`src/rtl/truth_table_sweeper_pkg.sv`:
```
// Shared types and defaults for the truth-table sweeper: FSM state encoding,
// default MISR feedback mask and a counter-width helper.
package truth_table_sweeper_pkg;

  typedef enum logic [1:0] {
    S_IDLE  = 2'd0,
    S_DRIVE = 2'd1,
    S_DONE  = 2'd2
  } state_e;

  // x^16 + x^14 + x^13 + x^11 + 1
  localparam logic [15:0] DEFAULT_SIG_TAPS = 16'hB400;

  // A one-cycle hold still needs a 1-bit counter so the hold logic stays regular.
  function automatic int hold_cnt_width(input int hold_cycles);
    return (hold_cycles > 1) ? $clog2(hold_cycles) : 1;
  endfunction

endpackage

```
`src/rtl/truth_table_sweeper_misr.sv`:
```
// Multiple-input signature register: shift left with parity feedback of the
// tapped bits, then XOR in the zero-extended response word.
module misr_reg
  import truth_table_sweeper_pkg::*;
#(
  parameter int               SIG_W    = 16,
  parameter int               DIN_W    = 4,
  parameter logic [SIG_W-1:0] SIG_TAPS = SIG_W'(DEFAULT_SIG_TAPS)
) (
  input  logic             clk,
  input  logic             reset,
  input  logic             clear,
  input  logic             en,
  input  logic [DIN_W-1:0] din,
  output logic [SIG_W-1:0] sig
);

  logic [SIG_W-1:0] sig_q;
  logic [SIG_W-1:0] sig_d;

  // clear and en are never asserted together by the sweeper; clear wins anyway.
  always_comb begin
    sig_d = sig_q;
    if (clear) begin
      sig_d = '0;
    end else if (en) begin
      sig_d = {sig_q[SIG_W-2:0], ^(sig_q & SIG_TAPS)} ^ SIG_W'(din);
    end
  end

  always_ff @(posedge clk) begin
    if (reset) begin
      sig_q <= '0;
    end else begin
      sig_q <= sig_d;
    end
  end

  assign sig = sig_q;

endmodule

```
`src/rtl/truth_table_sweeper.sv`:
```
// Truth-table sweeper: drives every input vector to a combinational DUT, holds
// it HOLD_CYCLES clocks, and compacts the responses into a MISR signature.
// Define SWEEP_GRAY_EN to drive vectors in Gray order instead of binary order.
module truth_table_sweeper
  import truth_table_sweeper_pkg::*;
#(
  parameter int               IN_W        = 4,
  parameter int               OUT_W       = 4,
  parameter int               HOLD_CYCLES = 10,
  parameter int               SIG_W       = 16,
  parameter logic [SIG_W-1:0] SIG_TAPS    = SIG_W'(DEFAULT_SIG_TAPS)
) (
  input  logic             clk,
  input  logic             reset,
  input  logic             start,
  input  logic [OUT_W-1:0] dut_out,
  output logic [IN_W-1:0]  stim,
  output logic             sample_valid,
  output logic [IN_W-1:0]  sample_idx,
  output logic             busy,
  output logic             done,
  output logic [SIG_W-1:0] signature,
  output logic [1:0]       state_dbg
);

  localparam int              HW        = hold_cnt_width(HOLD_CYCLES);
  localparam logic [HW-1:0]   HOLD_LAST = HW'(HOLD_CYCLES - 1);
  localparam logic [IN_W-1:0] IDX_LAST  = {IN_W{1'b1}};
  localparam logic            SV_FIRST  = (HOLD_CYCLES == 1);

  state_e          state_q;
  logic [IN_W-1:0] idx_q;
  logic [HW-1:0]   hold_q;
  logic [IN_W-1:0] stim_q;
  logic            sample_valid_q;
  logic            busy_q;
  logic            done_q;

  logic [IN_W-1:0] idx_inc;
  logic [HW-1:0]   hold_inc;
  logic            launch;

  assign idx_inc  = idx_q + 1'b1;
  assign hold_inc = hold_q + 1'b1;
  assign launch   = start && (state_q == S_IDLE || state_q == S_DONE);

  function automatic logic [IN_W-1:0] encode(input logic [IN_W-1:0] i);
`ifdef SWEEP_GRAY_EN
    return i ^ (i >> 1);
`else
    return i;
`endif
  endfunction

  // sample_valid is a one-cycle qualifier with no back-pressure: dut_out is
  // captured into the MISR at the rising edge that ends a sample_valid cycle.
  always_ff @(posedge clk) begin
    if (reset) begin
      state_q        <= S_IDLE;
      idx_q          <= '0;
      hold_q         <= '0;
      stim_q         <= '0;
      sample_valid_q <= 1'b0;
      busy_q         <= 1'b0;
      done_q         <= 1'b0;
    end else begin
      case (state_q)
        S_IDLE, S_DONE: begin
          if (start) begin
            state_q        <= S_DRIVE;
            idx_q          <= '0;
            hold_q         <= '0;
            stim_q         <= encode('0);
            sample_valid_q <= SV_FIRST;
            busy_q         <= 1'b1;
            done_q         <= 1'b0;
          end
        end
        S_DRIVE: begin
          if (hold_q == HOLD_LAST) begin
            hold_q <= '0;
            if (idx_q == IDX_LAST) begin
              // The MISR takes the final response on this same edge.
              state_q        <= S_DONE;
              idx_q          <= '0;
              stim_q         <= '0;
              sample_valid_q <= 1'b0;
              busy_q         <= 1'b0;
              done_q         <= 1'b1;
            end else begin
              idx_q          <= idx_inc;
              stim_q         <= encode(idx_inc);
              sample_valid_q <= SV_FIRST;
            end
          end else begin
            hold_q         <= hold_inc;
            sample_valid_q <= (hold_inc == HOLD_LAST);
          end
        end
        default: begin
          state_q <= S_IDLE;
        end
      endcase
    end
  end

  misr_reg #(
    .SIG_W   (SIG_W),
    .DIN_W   (OUT_W),
    .SIG_TAPS(SIG_TAPS)
  ) u_misr (
    .clk  (clk),
    .reset(reset),
    .clear(launch),
    .en   (sample_valid_q),
    .din  (dut_out),
    .sig  (signature)
  );

  assign stim         = stim_q;
  assign sample_valid = sample_valid_q;
  assign sample_idx   = idx_q;
  assign busy         = busy_q;
  assign done         = done_q;
  assign state_dbg    = state_q;

endmodule
```
`config.mk`:
```
export PLATFORM = sky130hd
export DESIGN_NAME = truth_table_sweeper
export DESIGN_NICKNAME = d
export VERILOG_FILES = /design/src/rtl/truth_table_sweeper_pkg.sv /design/src/rtl/truth_table_sweeper_misr.sv /design/src/rtl/truth_table_sweeper.sv
export SDC_FILE = /design/constraint.sdc
export NUM_CORES = 1
export LEC_CHECK = 0
export CAP_MARGIN = 20
export CORE_AREA = 2 2 56 58
export CTS_CLUSTER_SIZE = 30
export DETAILED_ROUTE_END_ITERATION = 10
export DIE_AREA = 0 0 58 60
export HOLD_SLACK_MARGIN = 0.12
export PLACE_DENSITY = 0.8
export SLEW_MARGIN = 15
export SYNTH_ARGS = -nofsm -noshare
export SYNTH_HDL_FRONTEND = slang
export SYNTH_HIERARCHICAL = 1
export SYNTH_SLANG_ARGS = --single-unit
```
`constraint.sdc`:
```
create_clock -name clk -period 4.17 [get_ports clk]
set_clock_uncertainty 0.2 [all_clocks]
set_input_delay 0.834 -clock clk [delete_from_list [all_inputs] [get_ports clk]]
set_output_delay 0.834 -clock clk [all_outputs]
set_load 0.03 [all_outputs]
```
Word-level counts from Yosys, hierarchy flattened
Cells that the tools add are included.
{"block": "totals", "latchBits": 0, "ff_bits": 29, "input_bits": 7, "rom_bits": 0, "mem_bits_rw": 0, "n_memories": 0}
{"block": "op_classes", "n_div": 0, "shift": 0, "eq_ne": 8, "n_bitwise": 1, "add_sub_neg": 2, "magnitude_cmp": 0, "multipliers": 0, "mux": 20, "n_reduce_logical": 11}
{"operator": "$mux W4", "count": 4}
{"operator": "$pmux W4 S2", "count": 2}
{"operator": "$reduce_xor A16 Y1", "count": 1}
{"operator": "$xor A16 B4 Y16", "count": 1}
{"operator": "$eq A4 B4 Y1 const B", "count": 3}
{"operator": "$add A4 B1 Y4 const B", "count": 2}
{"operator": "$mux W1", "count": 7}
{"operator": "$mux W2", "count": 3}
{"operator": "$ne A2 B2 Y1 const B", "count": 3}
{"operator": "$pmux W1 S2", "count": 3}
{"operator": "$reduce_and A3 Y1", "count": 2}
{"operator": "$pmux W2 S2", "count": 1}
{"operator": "$reduce_and A4 Y1", "count": 1}
{"operator": "$reduce_or A2 Y1", "count": 2}
{"operator": "$eq A2 B1 Y1 const B", "count": 1}
{"operator": "$eq A2 B2 Y1 const B", "count": 1}
{"operator": "$logic_not A2 Y1", "count": 1}
{"operator": "$reduce_and A2 Y1", "count": 1}
{"operator": "$reduce_bool A2 Y1", "count": 1}
{"operator": "$logic_and A1 B1 Y1", "count": 1}
{"operator": "$logic_or A1 B1 Y1", "count": 1}

Depth between registers and ports, before layout
{"block": "logic_depth", "word_depth": 4, "mapped_depth": 7, "depth_no_buf": 6}

Cells and area by module
Netlist, hierarchy kept.
{"mod": "truth_table_sweeper", "seq_area_each_um2": 260.2, "instances": 1, "cells_per_inst": 81, "area_per_inst_um2": 743.2}
{"mod": "misr_reg", "seq_area_each_um2": 320.3, "instances": 1, "cells_per_inst": 62, "area_per_inst_um2": 648.1}

Worst setup path after synthesis
No wires, ideal clock.
{"block": "synth_timing", "kind": "input to register", "startpoint": "input port start", "endpoint": "register u_misr.sig_q[0] (netlist: u_misr/sig[0])", "stages": 6, "arrival_time_ns": 1.779, "path_slack_ns": 2.118, "t_required_ns": 3.897, "setup_time_ns": 0.073, "path_cell_list": "nand2b_2 inv_2 or2_1 buf_6 or3_1 o211ai_2"}
{"block": "synth_via", "elab_chain_cells": 2}
{"item": "start: declaration", "line": "truth_table_sweeper.sv:15", "text": "input logic start,"}
{"item": "$logic_and A1 B1 Y1", "line": "truth_table_sweeper.sv:45", "text": "assign launch = start && (state_q == S_IDLE || state_q == S_DONE);"}
{"item": "via launch", "line": "truth_table_sweeper.sv:41", "text": "logic launch;"}
{"item": "$reduce_or A2 Y1 (no line)"}
{"item": "end signal: assignment", "line": "truth_table_sweeper_misr.sv:35", "text": "sig_q <= sig_d;"}
{"item": "end: declaration", "line": "truth_table_sweeper_misr.sv:18", "text": "logic [SIG_W-1:0] sig_q;"}
The timed path passes the listed nets, and every way through them passes these cells.
A chain may end at the register's enable or synchronous reset.

Worst setup path in the final report
{"block": "layout_timing", "startpoint": "input port reset", "endpoint": "register u_misr.sig_q[0] (netlist: u_misr/sig[0])"}
{"block": "layout_via", "elab_chain_cells": 1}
{"item": "start: declaration", "line": "truth_table_sweeper.sv:14", "text": "input logic reset,"}
{"item": "$reduce_or A2 Y1 (no line)"}
No other way between the ends.

==> reports/qor.csv <==
stage,metric,value,unit
outcome,outcome,completed,
synthesis,ys flop type,dfxtp_1,
clocking,Clock Sinks,29,
layout,layout cells sized above 1,11.86,%
timing,maximum clock rate,389.2,MHz
clocking,Num CTS Buffers,5,
layout,synthesis-to-layout area growth,27.79,%
clocking,CTS Buffer Depth,2,
routing,Iteration-0 DRC Markers,17,
die,die height,60,µm
synthesis,synthesized area,1391,µm²
timing,Final Cycle Share,61.61,%
placed_design,hpwl dp,2025,µm
clocking,CTS root buf,clkbuf_4,
timing,RSZ-0062 raised after global routing,no,
synthesis,register area share after synthesis,41.73,%
critical_path,largest stage delay on the critical path,0.70,ns
routing,Post-DRT Antenna Nets,0,
critical_path,CP Class,in -> reg,
critical_path,Worst Setup End Kind,flop,
die,core area,2903,µm²
die,die area,3480,µm²
critical_path,critical path peak fanout,16,
timing,max-slew violations,0,
critical_path,required time of the worst setup path,4.23,ns
timing,Least-Margin Pin Slew,0.5724,ns
synthesis,Synth warnings,6,
routing,Avg Vias per Cell,5.238,
timing,final hold viol count,0,
grt,grt total ovfl,0,
critical_path,CP Cell Sequence,"clkdlybuf4s50_1, or2_1, or3_1, o211ai_2",
clocking,Post-CTS Hold Fix Bufs,0,
synthesis,Yosys cell types,42,
clocking,H-tree depth,2,
placed_design,IO Port Bufs,35,
clocking,TritonCTS clock tree,built,
pwr,PD cells,300.7,nW/µm²
die,row cnt,20,
timing,final setup violation count,0,
timing,setup tns final,0,ns
clocking,clk slew on worst S/H paths,0.09,ns
clocking,# resized after CTS,0,
clocking,Clock Latency Late Sink,0.32,ns
synthesis,Synth Instances,143,
synthesis,Post-synth EDFFs,0,
layout,Nets,187,
die,effective utilization at floorplan,47.93,%
placed_design,routability cong.,0.7681,
grt,largest net degree at the start of global routing,22,
pwr,total power,534.6,µW
routing,Avg WL per Cell,12.99,µm
routing,Post-Route WL,2727,µm
synthesis,ys async rst share,0,%
grt,Overall Global Routing Usage,18.04,%
worst_hold_path,hold crit path type,reg -> reg,
flow_run,maxcap violations,0,
clocking,number of setup buffers added after CTS,0,
synthesis,Mapped Nets,154,
critical_path,crit start category,primary input,
critical_path,"Data arrival, critical path",2.63,ns
synthesis,Yosys reg bits,29,
grt,vias in the first global route,1090,
die,Die X,58,µm
grt,first-pass GRT wire length,4685,µm
die,Boundary Pins,36,
timing,max_slew headroom,61.72,%
pwr,Lkg Pwr,0.6364,nW
routing,vias after detailed routing,1100,
routing,# DRC,0,
layout,Final Core Density,61.25,%
grt,initial antenna violation count,0,
routing,DRT Pass-1 Iters,4,
timing,Tmin final,2.569,ns
critical_path,"Slowest-stage cell, CP",clkdlybuf4s50_1,
pwr,Peak VDD IR,0.2283,mV
synthesis,mean post-synth cell area,9.730,µm²
layout,diode count,0,
[flip-flops by register name (all words and copies together), names as in the netlist]
| name | count |
|---|---|
| busy | 1 |
| done | 1 |
| hold_q | 4 |
| sample_valid | 1 |
| state_dbg | 2 |
| stim | 4 |
| u_misr/sig | 16 |
[area by class of cell]
| class | instances | area (µm²) |
|---|---|---|
| fillers | 270 | 1125 |
| clock inverters | 1 | 5.005 |
| clock buffers | 7 | 65.06 |
| multi-input cells | 97 | 701.9 |
| inverters | 7 | 26.28 |
| repair buffers | 36 | 357.8 |
| flip-flops and latches | 29 | 580.6 |
| well taps | 33 | 41.29 |
[layout by cell type (no fill, tap or decap), types with 2 or more instances in the layout]
| master | Yosys | routed |
|---|---|---|
| o21ai_0 | 5 | 5 |
| clkbuf_8 | 1 | 2 |
| nand2b_1 | 2 | 2 |
| nand3_1 | 4 | 4 |
| nand4_1 | 2 | 2 |
| nor3_1 | 3 | 3 |
| a211oi_1 | 3 | 3 |
| clkbuf_4 | 0 | 5 |
| nor2_1 | 22 | 22 |
| xnor2_1 | 5 | 5 |
| mux2i_1 | 13 | 13 |
| a32o_1 | 2 | 2 |
| a22oi_1 | 2 | 2 |
| clkdlybuf4s50_1 | 0 | 35 |
| or2_1 | 2 | 2 |
| dfxtp_1 | 29 | 29 |
| a21oi_1 | 6 | 6 |
| inv_1 | 6 | 6 |
| nand2_1 | 2 | 2 |
| nand2b_2 | 2 | 2 |
| ha_1 | 4 | 4 |
[worst paths after layout]
kind	slack, ns	from	cells after the start	end
worst max-delay path	1.60	reset	4	u_misr/sig[0]
worst min-delay path	0.32	done	2	done
worst max register to register	2.19	state_dbg[0]	5	u_misr/sig[0]
worst min register to register	0.32	done	2	done
[layer usage]
layer | global-route usage [%] | vias up | wire length (µm)
met1 | 22.10 | 500 | 1235
met3 | 5.844 | 5 | 168
met5 | 0 | - | 0
li1 | - | 558 | -
met2 | 29.55 | 37 | 1293
met4 | 6.977 | 0 | 30
[synthesized netlist by cell type (2+ instances only)]
library cell | instances | area share (%)
o21ai_0 | 5 | 1.8
buf_4 | 5 | 2.7
nor2_1 | 22 | 5.9
dfxtp_1 | 29 | 42
a211oi_1 | 3 | 1.6
a32o_1 | 2 | 1.4
buf_6 | 2 | 1.6
nand2b_1 | 2 | 0.90
nand2b_2 | 2 | 1.3
nand2_1 | 2 | 0.54
or2_1 | 2 | 0.90
inv_1 | 6 | 1.6
nand4_1 | 2 | 0.90
mux2i_1 | 13 | 9.4
xnor2_1 | 5 | 3.1
ha_1 | 4 | 3.6
a21oi_1 | 6 | 2.2
a22oi_1 | 2 | 1.1
nor3_1 | 3 | 1.1
nand3_1 | 4 | 1.4
[logic make-up (layout without fill, tap and decap cells)]
logic type                 Yosys count  in the layout  share of synthesized area [%]
buffers and inverters               17             51                          7.823
AOI/OAI and AO/OA                   24             24                          12.50
xor gates and xnor gates             7              7                          5.396
and+or+nand+nor                     48             48                          18.80
muxes                               14             14                          10.16
DFF                                 29             29                          41.73
adders and majority gates            4              4                          3.597
[per-stage QoR]
| stage | area [µm²] | instances | hold slack, ns | setup slack [ns] |
|---|---|---|---|---|
| final | 1778 | 210 | 0.3162 | 1.601 |
| after global routing | 1778 | 210 | 0.3410 | 1.495 |
| after CTS | 1778 | 210 | 0.3138 | 1.601 |
| after detailed placement | 1708 | 202 | 0.2921 | 1.266 |
| after global placement | 1708 | 202 | 0.2748 | 1.315 |
| after floorplan | 1391 | 143 | 0.3110 | 2.118 |
[where the power goes]
part | leakage, nW | switching (mW) | internal [mW]
clock network | 0.0413 | 0.0941 | 0.0976
logic | 0.361 | 0.0323 | 0.0248
registers | 0.235 | 0.00511 | 0.281
total | 0.636 | 0.131 | 0.403
[critical path: cells and delay by family]
family	cells	cell delay [ns]
compound gates	1	0.14
simple gates	2	0.96
buf+inv	1	0.70
(Power assumes the default switching activity.)
